## config.mk

```make
export PLATFORM = sky130hd
export DESIGN_NAME = cordic_cfg_ctrl
export DESIGN_NICKNAME = d
export VERILOG_FILES = /design/src/rtl/cordic_cfg_ctrl.sv
export SDC_FILE = /design/constraint.sdc
export NUM_CORES = 1
export LEC_CHECK = 0
export BUFFER_PORTS_ARGS = -buffer_cell sky130_fd_sc_hd__buf_4
export CAP_MARGIN = 25
export CORE_ASPECT_RATIO = 0.6
export CORE_MARGIN = 10
export CORE_UTILIZATION = 40
export DETAILED_ROUTE_END_ITERATION = 7
export SETUP_SLACK_MARGIN = 0.1
export SYNTH_ARGS = -nofsm -noshare
export SYNTH_HDL_FRONTEND = slang
export SYNTH_SLANG_ARGS = --single-unit
```

## constraint.sdc

```tcl
create_clock -name clk -period 6.4 [get_ports clk]
set_input_delay 1.92 -clock clk [delete_from_list [all_inputs] [get_ports clk]]
set_output_delay 1.92 -clock clk [all_outputs]
set_load 0.05 [all_outputs]
```

## src/rtl/cordic_cfg_ctrl.sv

```systemverilog
// Configuration/sequencing controller for the pipelined CORDIC DDS core:
// streams the coefficient table in, flushes the pipeline, then runs with an optional fcw sweep.
module cordic_cfg_ctrl #(
  parameter int ENTRIES   = 64,
  parameter int FLUSH_CYC = 7
) (
  input  logic                       clk,
  input  logic                       reset,
  input  logic                       load_start,
  input  logic                       run_start,
  input  logic                       stop,
  input  logic [15:0]                hw_data,
  input  logic                       hw_valid,
  output logic                       hw_ready,
  input  logic                       sweep_en,
  input  logic [15:0]                fcw_start,
  input  logic [15:0]                fcw_step,
  input  logic [15:0]                fcw_stop,
  input  logic [15:0]                dwell,
  input  logic [15:0]                offset_in,
  output logic                       cen,
  output logic                       wen,
  output logic [$clog2(ENTRIES)-1:0] index_wri,
  output logic [47:0]                D,
  output logic [15:0]                fcw,
  output logic [15:0]                offset,
  output logic                       busy,
  output logic                       loaded,
  output logic                       sweep_done
);

  localparam int IW = $clog2(ENTRIES);
  localparam int FW = $clog2(FLUSH_CYC + 1);

  typedef enum logic [1:0] {S_IDLE, S_LOAD, S_FLUSH, S_RUN} state_t;

  state_t          r_state, w_state_next;
  logic [1:0]      r_word_cnt;
  logic [IW-1:0]   r_entry_cnt;
  logic [FW-1:0]   r_flush_cnt;
  logic [15:0]     r_dwell_cnt;
  logic [31:0]     r_asm;
  logic            r_hw_ready, r_cen, r_wen, r_busy, r_loaded, r_sweep_done;
  logic [IW-1:0]   r_index;
  logic [47:0]     r_d;
  logic [15:0]     r_fcw, r_offset;

  logic            w_xfer, w_last_word, w_dwell_hit, w_wrap;
  logic [15:0]     w_dwell_inc, w_dwell_max;
  logic [16:0]     w_sum;

  // hw_ready is only ever high while in LOAD, so it alone qualifies a transfer
  assign w_xfer      = hw_valid & r_hw_ready;
  assign w_last_word = w_xfer && (r_word_cnt == 2'd2);
  assign w_dwell_inc = r_dwell_cnt + 16'd1;
  assign w_dwell_max = (dwell == 16'd0) ? 16'd1 : dwell;
  assign w_dwell_hit = (w_dwell_inc >= w_dwell_max);
  assign w_sum       = {1'b0, r_fcw} + {1'b0, fcw_step};
  assign w_wrap      = w_sum[16] || (w_sum[15:0] > fcw_stop);

  always_ff @(posedge clk) begin
    if (reset) r_state <= S_IDLE;
    else       r_state <= w_state_next;
  end

  always_comb begin
    w_state_next = r_state;
    case (r_state)
      S_IDLE: begin
        if (load_start)                w_state_next = S_LOAD;
        else if (run_start && r_loaded) w_state_next = S_RUN;
      end
      S_LOAD: begin
        if (stop) w_state_next = S_IDLE;
        else if (w_last_word && (r_entry_cnt == IW'(ENTRIES - 1))) w_state_next = S_FLUSH;
      end
      S_FLUSH: begin
        if (stop) w_state_next = S_IDLE;
        else if (r_flush_cnt == FW'(FLUSH_CYC)) w_state_next = S_RUN;
      end
      S_RUN: begin
        if (stop)            w_state_next = S_IDLE;
        else if (load_start) w_state_next = S_LOAD;
      end
      default: w_state_next = S_IDLE;
    endcase
  end

  always_ff @(posedge clk) begin
    if (reset) begin
      r_word_cnt   <= '0;
      r_entry_cnt  <= '0;
      r_flush_cnt  <= '0;
      r_dwell_cnt  <= '0;
      r_asm        <= '0;
      r_hw_ready   <= 1'b0;
      r_cen        <= 1'b0;
      r_wen        <= 1'b0;
      r_busy       <= 1'b0;
      r_loaded     <= 1'b0;
      r_sweep_done <= 1'b0;
      r_index      <= '0;
      r_d          <= '0;
      r_fcw        <= '0;
      r_offset     <= '0;
    end else begin
      r_wen        <= 1'b0;
      r_sweep_done <= 1'b0;
      r_busy       <= (w_state_next != S_IDLE);
      r_hw_ready   <= (w_state_next == S_LOAD);
      r_cen        <= (w_state_next == S_RUN);

      if (r_state != S_LOAD && w_state_next == S_LOAD) begin
        r_loaded    <= 1'b0;
        r_word_cnt  <= '0;
        r_entry_cnt <= '0;
      end

      if (r_state != S_RUN && w_state_next == S_RUN) begin
        r_fcw       <= fcw_start;
        r_offset    <= offset_in;
        r_dwell_cnt <= '0;
      end

      case (r_state)
        S_LOAD: begin
          if (!stop && w_xfer) begin
            case (r_word_cnt)
              2'd0:    begin r_asm[31:16] <= hw_data; r_word_cnt <= 2'd1; end
              2'd1:    begin r_asm[15:0]  <= hw_data; r_word_cnt <= 2'd2; end
              default: begin
                r_d         <= {r_asm, hw_data};
                r_index     <= r_entry_cnt;
                r_wen       <= 1'b1;
                r_entry_cnt <= r_entry_cnt + 1'b1;
                r_word_cnt  <= 2'd0;
              end
            endcase
          end
          if (w_state_next == S_FLUSH) r_flush_cnt <= '0;
        end
        S_FLUSH: begin
          r_flush_cnt <= r_flush_cnt + 1'b1;
          if (w_state_next == S_RUN) r_loaded <= 1'b1;
        end
        S_RUN: begin
          // step only while staying in RUN so fcw holds its last value on exit
          if (w_state_next == S_RUN) begin
            if (w_dwell_hit) begin
              r_dwell_cnt <= '0;
              if (sweep_en) begin
                if (w_wrap) begin
                  r_fcw        <= fcw_start;
                  r_sweep_done <= 1'b1;
                end else begin
                  r_fcw <= w_sum[15:0];
                end
              end
            end else begin
              r_dwell_cnt <= w_dwell_inc;
            end
          end
        end
        default: ;
      endcase
    end
  end

  assign hw_ready   = r_hw_ready;
  assign cen        = r_cen;
  assign wen        = r_wen;
  assign index_wri  = r_index;
  assign D          = r_d;
  assign fcw        = r_fcw;
  assign offset     = r_offset;
  assign busy       = r_busy;
  assign loaded     = r_loaded;
  assign sweep_done = r_sweep_done;

endmodule

```

== Word-level counts from Yosys, hierarchy flattened ==
Index checks and enable logic that the tools add are counted.
Operators by class
  reductions and logical operators: 20
  $add $sub $neg: 4
  equal/unequal tests: 13
  bitwise gates (word level): 8
  magnitude comparators: 2
  multiplexer cells: 35
Operators with widths (count)
  $mux 16: 11
  $mux 6: 4
  $mux 2: 11
  $add 16x16->17: 1
  $add 16x1->16 const B: 1
  $ge 16x16->1: 1
  $gt 16x16->1: 1
  $logic_not 16->1: 1
  $eq 2x2->1 const B: 5
  $reduce_and 3->1: 3
  $pmux 2 s4: 1
  $not 1->1: 7
  $add 6x1->6 const B: 1
  $eq 2x1->1 const B: 3
  $eq 6x6->1 const B: 1
  $logic_and 1x1->1: 6
  $pmux 3 s2: 1
  $mux 1: 5
  $reduce_or 5->1: 1
  $logic_not 2->1: 2
  $ne 2x2->1 const B: 2
  $pmux 2 s2: 1
  $reduce_bool 2->1: 2
  $add 3x1->3 const B: 1
  9 further kinds: 9
Storage, ports and cells
  flip-flop bits (word level): 153
  input port bits: 103
  output and inout bits: 92

== Longest topological paths before layout ==
Gate-level depths: netlist (run 1).
  word-level depth: 13
  depth in mapped cells: 17
  gate-level depth less buffers: 17

== Worst setup path after synthesis (run 1) ==
No wires, ideal clock.
  path type: input-to-reg
  start point: input port fcw_step[0]
  end point: register r_fcw[0] (netlist: fcw[0])
  arrival time: 5105 ps
  slack: 1176 ps
  cell stages on the path: 17
  path through: ha_1 > fa_1 > a211oi_1 > o21ai_1 > nand3_1 > a21o_1 > a31oi_1 > xor2_1 > ha_1 > a21oi_1 > nand2_1 > a21oi_1 > nor4b_1 > o21ai_2 > or2_1 > nand2b_4 > o221a_2
Between the ends
  longest elaborated chain between the ends: 8
Ends and longest elaborated chain
  start: declaration: RTL line 17  | input logic [15:0] fcw_step,
  $add 16x16->17 (*): RTL line 58  | assign w_sum = {1'b0, r_fcw} + {1'b0, fcw_step};
  $gt 16x16->1: RTL line 59  | assign w_wrap = w_sum[16] || (w_sum[15:0] > fcw_stop);
  $logic_or 1x1->1: RTL line 59
  $mux 16 (*): RTL line 152  | if (w_wrap) begin
  $mux 16 (*): RTL line 151  | if (sweep_en) begin
  $mux 16 (*): RTL line 149  | if (w_dwell_hit) begin
  $mux 16 (*): RTL line 148  | if (w_state_next == S_RUN) begin
  $mux 16 (*): RTL line 125  | case (r_state)
  end signal: assignment: RTL line 120  | r_fcw <= fcw_start;
  end signal: assignment: RTL line 153  | r_fcw <= fcw_start;
  end signal: assignment: RTL line 156  | r_fcw <= w_sum[15:0];
  end: declaration: RTL line 46  | logic [15:0] r_fcw, r_offset;
Every way passes the cells marked *; elsewhere a longest branch is shown, timed or not.
A chain may end at the register's enable or synchronous reset.

== Worst setup path in the final report (run 1) ==
  start point: input port fcw_step[1]
  end point: register r_fcw[15] (netlist: fcw[15])
The elaborated chain is that of the path after synthesis.

==> results of run 1 <==
==> cells by family after synthesis <==
family	after synthesis	share of synthesized area [%]
xor gates and xnor gates	27	3.152
AOI/OAI and AO/OA	234	18.95
DFF	153	40.83
buffers and inverters	91	4.820
and+or+nand+nor	391	22.90
muxes	3	0.4169
adders and majority gates	53	8.939
==> registers in the layout, summed over array words and instances (netlist names), 3 cells and up <==
| signal | count |
|---|---|
| D | 48 |
| r_flush_cnt | 3 |
| offset | 16 |
| fcw | 16 |
| r_asm | 32 |
| r_dwell_cnt | 16 |
| index_wri | 6 |
| r_entry_cnt | 6 |
==> metrics by stage <==
stage	power [W]	utilization, %
after floorplan	0.001048	-
after global placement	0.001126	49.93
after detailed placement	0.001125	49.93
after CTS	0.002119	53.04
after global routing	0.002167	53.19
final	0.002098	53.19
==> path summary, 6_finish.rpt <==
path | from | end | cells past startpoint
max | fcw_step[1] | fcw[15] | 16
min | r_dwell_cnt[14] | r_dwell_cnt[14] | 2
max reg2reg | fcw[1] | fcw[15] | 15
min reg2reg | r_dwell_cnt[14] | r_dwell_cnt[14] | 2
==> critical path, delay by kind of cell <==
family	cells	cell delay [ps]
buf+inv	1	120
simple gates	2	320
xor+xnor	1	150
compound gates	10	2750
fa+ha+maj	2	620
==> cells in the final DEF (no fill, tap or decap), types with 3 or more instances in the layout <==
| cell | Yosys | final |
|---|---|---|
| a2111oi_0 | 5 | 5 |
| a211oi_1 | 5 | 5 |
| a21o_1 | 10 | 10 |
| a21oi_1 | 149 | 149 |
| a21oi_2 | 3 | 3 |
| a221o_1 | 5 | 5 |
| a22oi_1 | 8 | 8 |
| a32o_1 | 4 | 4 |
| and2_1 | 6 | 6 |
| and3_1 | 9 | 9 |
| buf_4 | 0 | 199 |
| clkbuf_1 | 35 | 6 |
| clkbuf_16 | 0 | 17 |
| clkinvlp_4 | 0 | 3 |
| dfxtp_1 | 153 | 153 |
| ha_1 | 52 | 52 |
| inv_1 | 45 | 45 |
| nand2_1 | 246 | 246 |
| nand2b_1 | 4 | 4 |
| nand3_1 | 34 | 34 |
| nand4_1 | 9 | 9 |
| nor2_1 | 35 | 34 |
| nor2b_1 | 6 | 6 |
| nor3_1 | 19 | 18 |
| nor4_1 | 5 | 5 |
| o211ai_1 | 4 | 4 |
| o21ai_0 | 12 | 12 |
| o21bai_1 | 5 | 5 |
| o221a_2 | 4 | 4 |
| o2bb2ai_1 | 5 | 5 |
| xnor2_1 | 20 | 20 |
| xor2_1 | 7 | 7 |
==> final cells by class <==
type	instances	area [sq um]
clock inverters	7	92.59
multi-input cells	708	4090
repair buffers	201	1520
fillers	1785	8547
flip-flops and latches	153	3063
well taps	240	300.3
clock buffers	25	475.5
inverters	45	168.9
==> power by group <==
part	switching, W	internal [W]	leakage (nW)
Clock	0.000398	0.000594	0.267
Sequential	0.00000269	0.000955	1.23
Combinational	0.0000794	0.0000690	2.56
==> per-layer routing <==
layer	vias up	track usage (%)
li1	3619	-
met1	3282	26.90
met3	20	6.064
met5	-	0
met2	174	25.43
met4	0	5.448
==> run_results.csv, run 1 <==
group,metric,value,unit
status,status,"complete, no violations",
setup_path,cpPeakStageDelay,500,ps
clock_network,cts_resized,0,
setup_path,end_kind,"register",
sta,worst_slew_pin_slew,949.7,ps
power,leakage,4.058,nW
route,drc,0,
synth,syn_inst,952,
synth,synth_cell_types,58,
floorplanning,ios,195,
route,drt_pass1_iterations,4,
route,highest_layer,"met4",
placement,placed_area,0.009116,sq mm
route,drtAntennaViolNets,0,
route,drtIter0Drc,487,
setup_path,arrival,5890,ps
placement,portBuffers,194,
power,ir_worst_vdd,0.2141,mV
cells_and_area,final-instance-count-excl-fill,1379,
sta,rsz0062_at_grt,"no",
setup_path,critPathMaxFanout,10,
worst_hold_path,min_path_type,"register to register",
setup_path,critical_path_required,6780,ps
grt,grt.overflow.total,0,
sta,fin_tns_setup,0,ps
sta,finalCritPeriodShare,86.23,%
floorplanning,die_w,196.8,um
synth,synth_edf_count,0,
grt,grt_pass1_wl,37250,um
clock_network,hold_buffers,0,
clock_network,post-cts-setup-buffer-count,0,
synth,synth_area_per_cell,7.880,sq um
placement,gp_congestion,0.8255,
synth,netlist.area_leader.share,40.83,%
sta,max_slew_margin,36.54,%
cells_and_area,layout-drive-gt1-share,21.86,%
floorplanning,core_area,0.01826,sq mm
floorplanning,die_area,0.02481,sq mm
sta,period_needed,5519,ps
synth,syn_area,0.007502,sq mm
synth,synth_top_area_cell,"dfxtp_1",
clock_network,clk_latency,430,ps
synth,synthMostInstantiatedCell,"nand2_1",
clock_network,cts_made_buffers,17,
sta,holdWs,449.9,ps
sta,setup_violations,0,
route,routed_wl,23680,um
route,vias_per_cell,5.145,
clock_network,path_clk_slew,60,ps
synth,netlist_top_cells_count,"246 x nand2_1, 153 x dfxtp_1, 149 x a21oi_1",
sta,slew_violations,0,
clock_network,cts.sinks,153,
route,wl_met3,1694,um
sta,fin_ws,881.4,ps
route,vias,7095,
floorplanning,initial_core_util,41.09,%
synth,async_reset_ff_share,0,%
synth,ys_warn_count,0,
setup_path,critical_path.cell_chain,"buf_4 -> ha_1 -> a211oi_1 -> o21ai_0 -> a21oi_1 -> o21ai_1 -> a211oi_1 -> xnor2_1 -> ha_1 -> nand4_1 -> a2111oi_0 -> nor4b_1 -> o21ai_2 -> o21ai_2 -> a21oi_2 -> a221o_1",
placement,place_worst_setup_slack,505.1,ps
synth,ys.flop_type,"dfxtp_1",
sta,hold_violations,0,
cells_and_area,final_area,0.009711,sq mm
synth,synthTopCellsByArea,"dfxtp_1 41%, nand2_1 12%, a21oi_1 9.9%",
clock_network,cts.path.max_buffers,2,
sta,clock_skew,6.917,ps
clock_network,cts-root-buf,"clkbuf_16",
placement,place_inst,1345,
power,p_per_area,216.0,mW/mm^2
setup_path,crit_slowest_cell,"a21oi_2",
run,maxCapViolCount,0,
grt,grt.total_usage,18.62,%
grt,antenna_found_initial,0,
cells_and_area,nNetsFinal,1282,
setup_path,start_kind,"primary input",
synth,syn-num-nets,1108,
synth,yosysSeqAreaShare,40.83,%
synth,ys_ff_latch,153,
setup_path,ff2ff_setup_slack,2110,ps
floorplanning,die_h,126.1,um
route,drt-met1-wl,12220,um
grt,first_global_vias,6698,
setup_path,critical_path_class,"primary input to register",
route,routedWlPerCell,17.17,um
floorplanning,num_rows,38,
grt,grt_max_degree,82,
clock_network,cts_tree,"yes",
route,met2_wirelength,9460,um
placement,place_hpwl,17630,um
sta,fmax,181.2,MHz
cells_and_area,diodes,0,
clock_network,cts_htree_levels,4,
cells_and_area,area_delta_synth_final,29.44,%
Power figures use the tool's default switching activity.
==> inputs of run 2 (changes only) <==
- CORE_MARGIN: 10 -> unset
- CTS_CLUSTER_SIZE: unset -> 14
- SETUP_SLACK_MARGIN: 0.1 -> 0.2
==> run 2 against run 1 <==
Compared with the run above: power up 5.0%; count of clock-buffer cells in the layout down 6; via count down 1.3%; worst hold slack about the same; sequential power about the same.
==> run_results.csv, run 2 (synthesis results as in run 1) <==
group,metric,value,unit
floorplanning,die_h,108.1,um
clock_network,cts.sinks,153,
status,status,"complete, no violations",
setup_path,end_kind,"register",
clock_network,clk_latency,440,ps
clock_network,post-cts-setup-buffer-count,0,
floorplanning,die_area,0.01932,sq mm
cells_and_area,final_core_util,53.68,%
sta,hold_violations,0,
setup_path,critPathMaxFanout,10,
setup_path,start_kind,"primary input",
sta,period_needed,5574,ps
worst_hold_path,min_path_type,"register to register",
run,maxCapViolCount,0,
placement,gp_congestion,0.8660,
cells_and_area,final-instance-count-excl-fill,1380,
route,routedWlPerCell,15.63,um
route,drtAntennaViolNets,0,
grt,first_global_vias,6355,
sta,setup_violations,0,
clock_network,cts-root-buf,"clkbuf_16",
cells_and_area,nNetsFinal,1283,
sta,max_slew_margin,42.79,%
placement,place_inst,1348,
sta,finalCritPeriodShare,87.09,%
sta,clock_skew,23.69,ps
setup_path,arrival,5940,ps
sta,fin_tns_setup,0,ps
floorplanning,ios,195,
cells_and_area,diodes,0,
sta,fmax,179.4,MHz
power,leakage,4.097,nW
setup_path,critical_path_required,6770,ps
cells_and_area,largest_reg_flops,48,
route,vias,7005,
power,p_per_area,225.2,mW/mm^2
sta,slew_violations,0,
grt,grt.overflow.total,0,
power,ir_worst_vdd,0.1761,mV
cells_and_area,final_area,0.009776,sq mm
floorplanning,num_rows,38,
cells_and_area,layout.cells.most_common,"nand2_1",
cells_and_area,layout-drive-gt1-share,22.28,%
clock_network,cts_tree,"yes",
route,drc,0,
floorplanning,initial_core_util,41.20,%
route,routed_wl,21570,um
route,drt_pass1_iterations,5,
grt,antenna_found_initial,0,
clock_network,cts.path.max_buffers,2,
route,drtIter0Drc,450,
grt,grt.total_usage,22.91,%
clock_network,hold_buffers,0,
placement,portBuffers,194,
cells_and_area,layout_common_cells,"246 x nand2_1, 201 x buf_4, 153 x dfxtp_1, 149 x a21oi_1, 52 x ha_1",
placement,place_hpwl,15670,um
setup_path,critical_path_class,"primary input to register",
cells_and_area,area_delta_synth_final,30.30,%
floorplanning,die_w,178.8,um
grt,grt_max_degree,78,
floorplanning,core_area,0.01821,sq mm
sta,worst_slew_pin_slew,858.1,ps
clock_network,path_clk_slew,60,ps
placement,placed_area,0.009141,sq mm
sta,rsz0062_at_grt,"no",
grt,grt_pass1_wl,34030,um
clock_network,cts_made_buffers,17,
clock_network,cts_resized,0,
route,vias_per_cell,5.076,
clock_network,cts_htree_levels,4,
run 2: metrics by stage:
stage,setup WS (ps),hold slack [ps],power (W)
global placement,577.1,440.5,0.001126
CTS,904.2,453.0,0.002223
finish,826.2,449.5,0.002202
global route,595.9,468.9,0.002283
detailed placement,448.7,443.6,0.001125
floorplan,1176,431.9,0.001048
run 2: critical path: stages:
cell and delay [ps]:
buf_4 130, ha_1 300, a211oi_1 290, o21ai_0 220, a21oi_1 290, o21ai_1 150, a211oi_1 300, xnor2_1 160
ha_1 320, nand4_1 190, a2111oi_0 390, nor4b_1 120, o21ai_2 290, o21ai_2 100, a21oi_2 530, a221o_1 250
run 2: metal layers:
metal | GRT usage, % | wire length, um
met1 | 35.78 | 11840
met3 | 6.364 | 1147
met4 | 5.206 | 176
met2 | 30.01 | 8410
met5 | 0 | 0
run 2: layout make-up:
| cell class | instances | area, sq um |
|---|---|---|
| fillers | 1760 | 8434 |
| well taps | 240 | 300.3 |
| clock buffers | 19 | 442.9 |
| flip-flops and latches | 153 | 3063 |
| multi-input cells | 708 | 4085 |
| inverters | 45 | 168.9 |
| clock inverters | 13 | 191.4 |
| repair buffers | 202 | 1524 |
run 2: power breakdown:
group | internal, W | total (W) | switching, W
sequential | 0.000955 | 0.000957 | 0.00000261
clock | 0.000668 | 0.00110 | 0.000429
combinational | 0.0000689 | 0.000148 | 0.0000786
total | 0.00169 | 0.00220 | 0.000510
run 2: worst paths after layout:
path / slack (ps) / cells past startpoint / startpoint / to
min reg2reg: 450 / 2 / r_asm[9] / D[25]
max reg2reg: 2060 / 15 / fcw[1] / fcw[9]
max: 830 / 16 / fcw_step[1] / fcw[9]
min: 450 / 2 / r_asm[9] / D[25]
==> inputs of run 3 (changes only) <==
- PLACE_DENSITY: unset -> 0.75
==> run 3 against run 2 <==
Compared with the run above: global-route usage shrank 0.52 points; first-iteration DRC count is 35% higher; maximum frequency fell by 0.86%; largest cell class unchanged; register-to-register slack worse by 100 ps; critical endpoint is now fcw[11]; clock skew shrank 7.0 ps; power shrank 2.6%.
==> run_results.csv, run 3 (synthesis results as in run 1) <==
group,metric,value,unit
sta,fin_tns_setup,0,ps
cells_and_area,nNetsFinal,1281,
grt,antenna_found_initial,0,
sta,slew_violations,0,
status,status,"complete, no violations",
route,drt_pass1_iterations,5,
setup_path,end_kind,"register",
sta,clock_skew,16.74,ps
placement,place_inst,1345,
sta,rsz0062_at_grt,"no",
cells_and_area,layout-drive-gt1-share,22.32,%
clock_network,cts.sinks,153,
setup_path,arrival,5980,ps
cells_and_area,layout.cells.most_common,"nand2_1",
sta,hold_violations,0,
cells_and_area,fillers,1754,
clock_network,cts_tree,"yes",
clock_network,path_clk_slew,80,ps
sta,worst_slew_pin_slew,1044,ps
floorplanning,die_h,108.1,um
placement,portBuffers,194,
sta,fmax,177.9,MHz
grt,use_met3,5.872,%
clock_network,cts_made_buffers,17,
route,routed_wl,21300,um
grt,grt_max_degree,89,
worst_hold_path,min_path_type,"register to register",
grt,grt.total_usage,22.40,%
floorplanning,num_rows,38,
route,vias,7227,
grt,globalRouteMet1Util,33.23,%
grt,met2_usage,31.66,%
cells_and_area,layout_common_cells,"246 x nand2_1, 199 x buf_4, 153 x dfxtp_1, 149 x a21oi_1, 52 x ha_1",
route,drc,0,
grt,grt.overflow.total,0,
sta,period_needed,5622,ps
route,drtAntennaViolNets,0,
clock_network,cts.path.max_buffers,2,
cells_and_area,multiInputGateArea,0.004090,sq mm
placement,gp_congestion,0.9155,
floorplanning,initial_core_util,41.20,%
sta,max_slew_margin,30.05,%
cells_and_area,seq_area,0.003063,sq mm
clock_network,clk_latency,420,ps
power,leakage,4.087,nW
cells_and_area,area_delta_synth_final,30.02,%
route,vias_per_cell,5.245,
route,drtIter0Drc,609,
floorplanning,die_area,0.01932,sq mm
setup_path,critical_path_class,"primary input to register",
route,routedWlPerCell,15.46,um
clock_network,post-cts-setup-buffer-count,0,
setup_path,start_kind,"primary input",
sta,holdWs,448.1,ps
sta,setup_violations,0,
setup_path,critical_path_required,6760,ps
clock_network,cts_resized,0,
clock_network,cts_htree_levels,4,
run,maxCapViolCount,0,
grt,first_global_vias,6623,
placement,place_hpwl,15910,um
sta,finalCritPeriodShare,87.84,%
cells_and_area,final-instance-count-excl-fill,1378,
grt,grt_pass1_wl,33930,um
power,ir_worst_vdd,0.1620,mV
floorplanning,die_w,178.8,um
clock_network,hold_buffers,0,
setup_path,critPathMaxFanout,10,
grt,grt-busiest-layer,"met1",
floorplanning,core_area,0.01821,sq mm
cells_and_area,largest_reg_flops,48,
power,p_per_area,219.8,mW/mm^2
cells_and_area,diodes,0,
clock_network,cts-root-buf,"clkbuf_16",
floorplanning,ios,195,
-- run 3: cell types whose count changed in the layout (fill, tap and decap cells not counted), sizes merged --
| cell | change |
|---|---|
| clkbuf | -2 |
| clkinvlp | -2 |
| clkinv | +4 |
| buf | -2 |
| inv | +3 |
| bufinv | -3 |
-- run 3: worst max-delay path, cell delays in order --
cell	delay, ps
buf_4	130
ha_1	300
a211oi_1	260
o21ai_0	240
a21oi_1	400
o21ai_1	160
a211oi_1	270
xnor2_1	160
ha_1	320
nand4_1	180
a2111oi_0	360
nor4b_1	110
o21ai_2	290
o21ai_2	100
a21oi_2	520
a221o_1	260
-- run 3: final cells by class --
| cell class | instances | area share, % |
|---|---|---|
| Inverter | 45 | 1.732 |
| Clock inverter | 15 | 2.027 |
| Multi-Input combinational cell | 708 | 41.93 |
| Clock buffer | 17 | 4.361 |
| Tap cell | 240 | 3.079 |
| Sequential cell | 153 | 31.40 |
| Timing Repair Buffer | 200 | 15.47 |
-- run 3: through the flow --
step	setup WS, ps	total power, W	utilization [%]	area (sq um)
after global placement	590.1	0.001124	50.06	9116
after global routing	384.8	0.002222	53.57	9754
after floorplan	1176	0.001048	-	7502
after detailed placement	437.5	0.001125	50.06	9116
after CTS	865.6	0.002165	53.48	9739
final	778.0	0.002144	53.57	9754
-- run 3: per-layer routing --
layer | vias up | share of wire [%] | wire, um
met5 | - | 0 | 0
met4 | 0 | 0.91 | 193
met3 | 19 | 8.1 | 1725
met2 | 277 | 40 | 8573
met1 | 3307 | 51 | 10810
li1 | 3624 | - | -
-- run 3: path summary, 6_finish.rpt --
check / cells after the start / slack, ps / from / end
setup / recovery: 16 / 780 / fcw_step[1] / fcw[11]
hold / removal: 2 / 450 / r_asm[29] / D[45]
setup reg to reg: 15 / 1960 / fcw[1] / fcw[11]
hold reg to reg: 2 / 450 / r_asm[29] / D[45]
-- run 3: where the power goes --
part	switching [W]	internal, W
clock network	0.000471	0.000568
logic	0.0000795	0.0000691
registers	0.00000311	0.000954
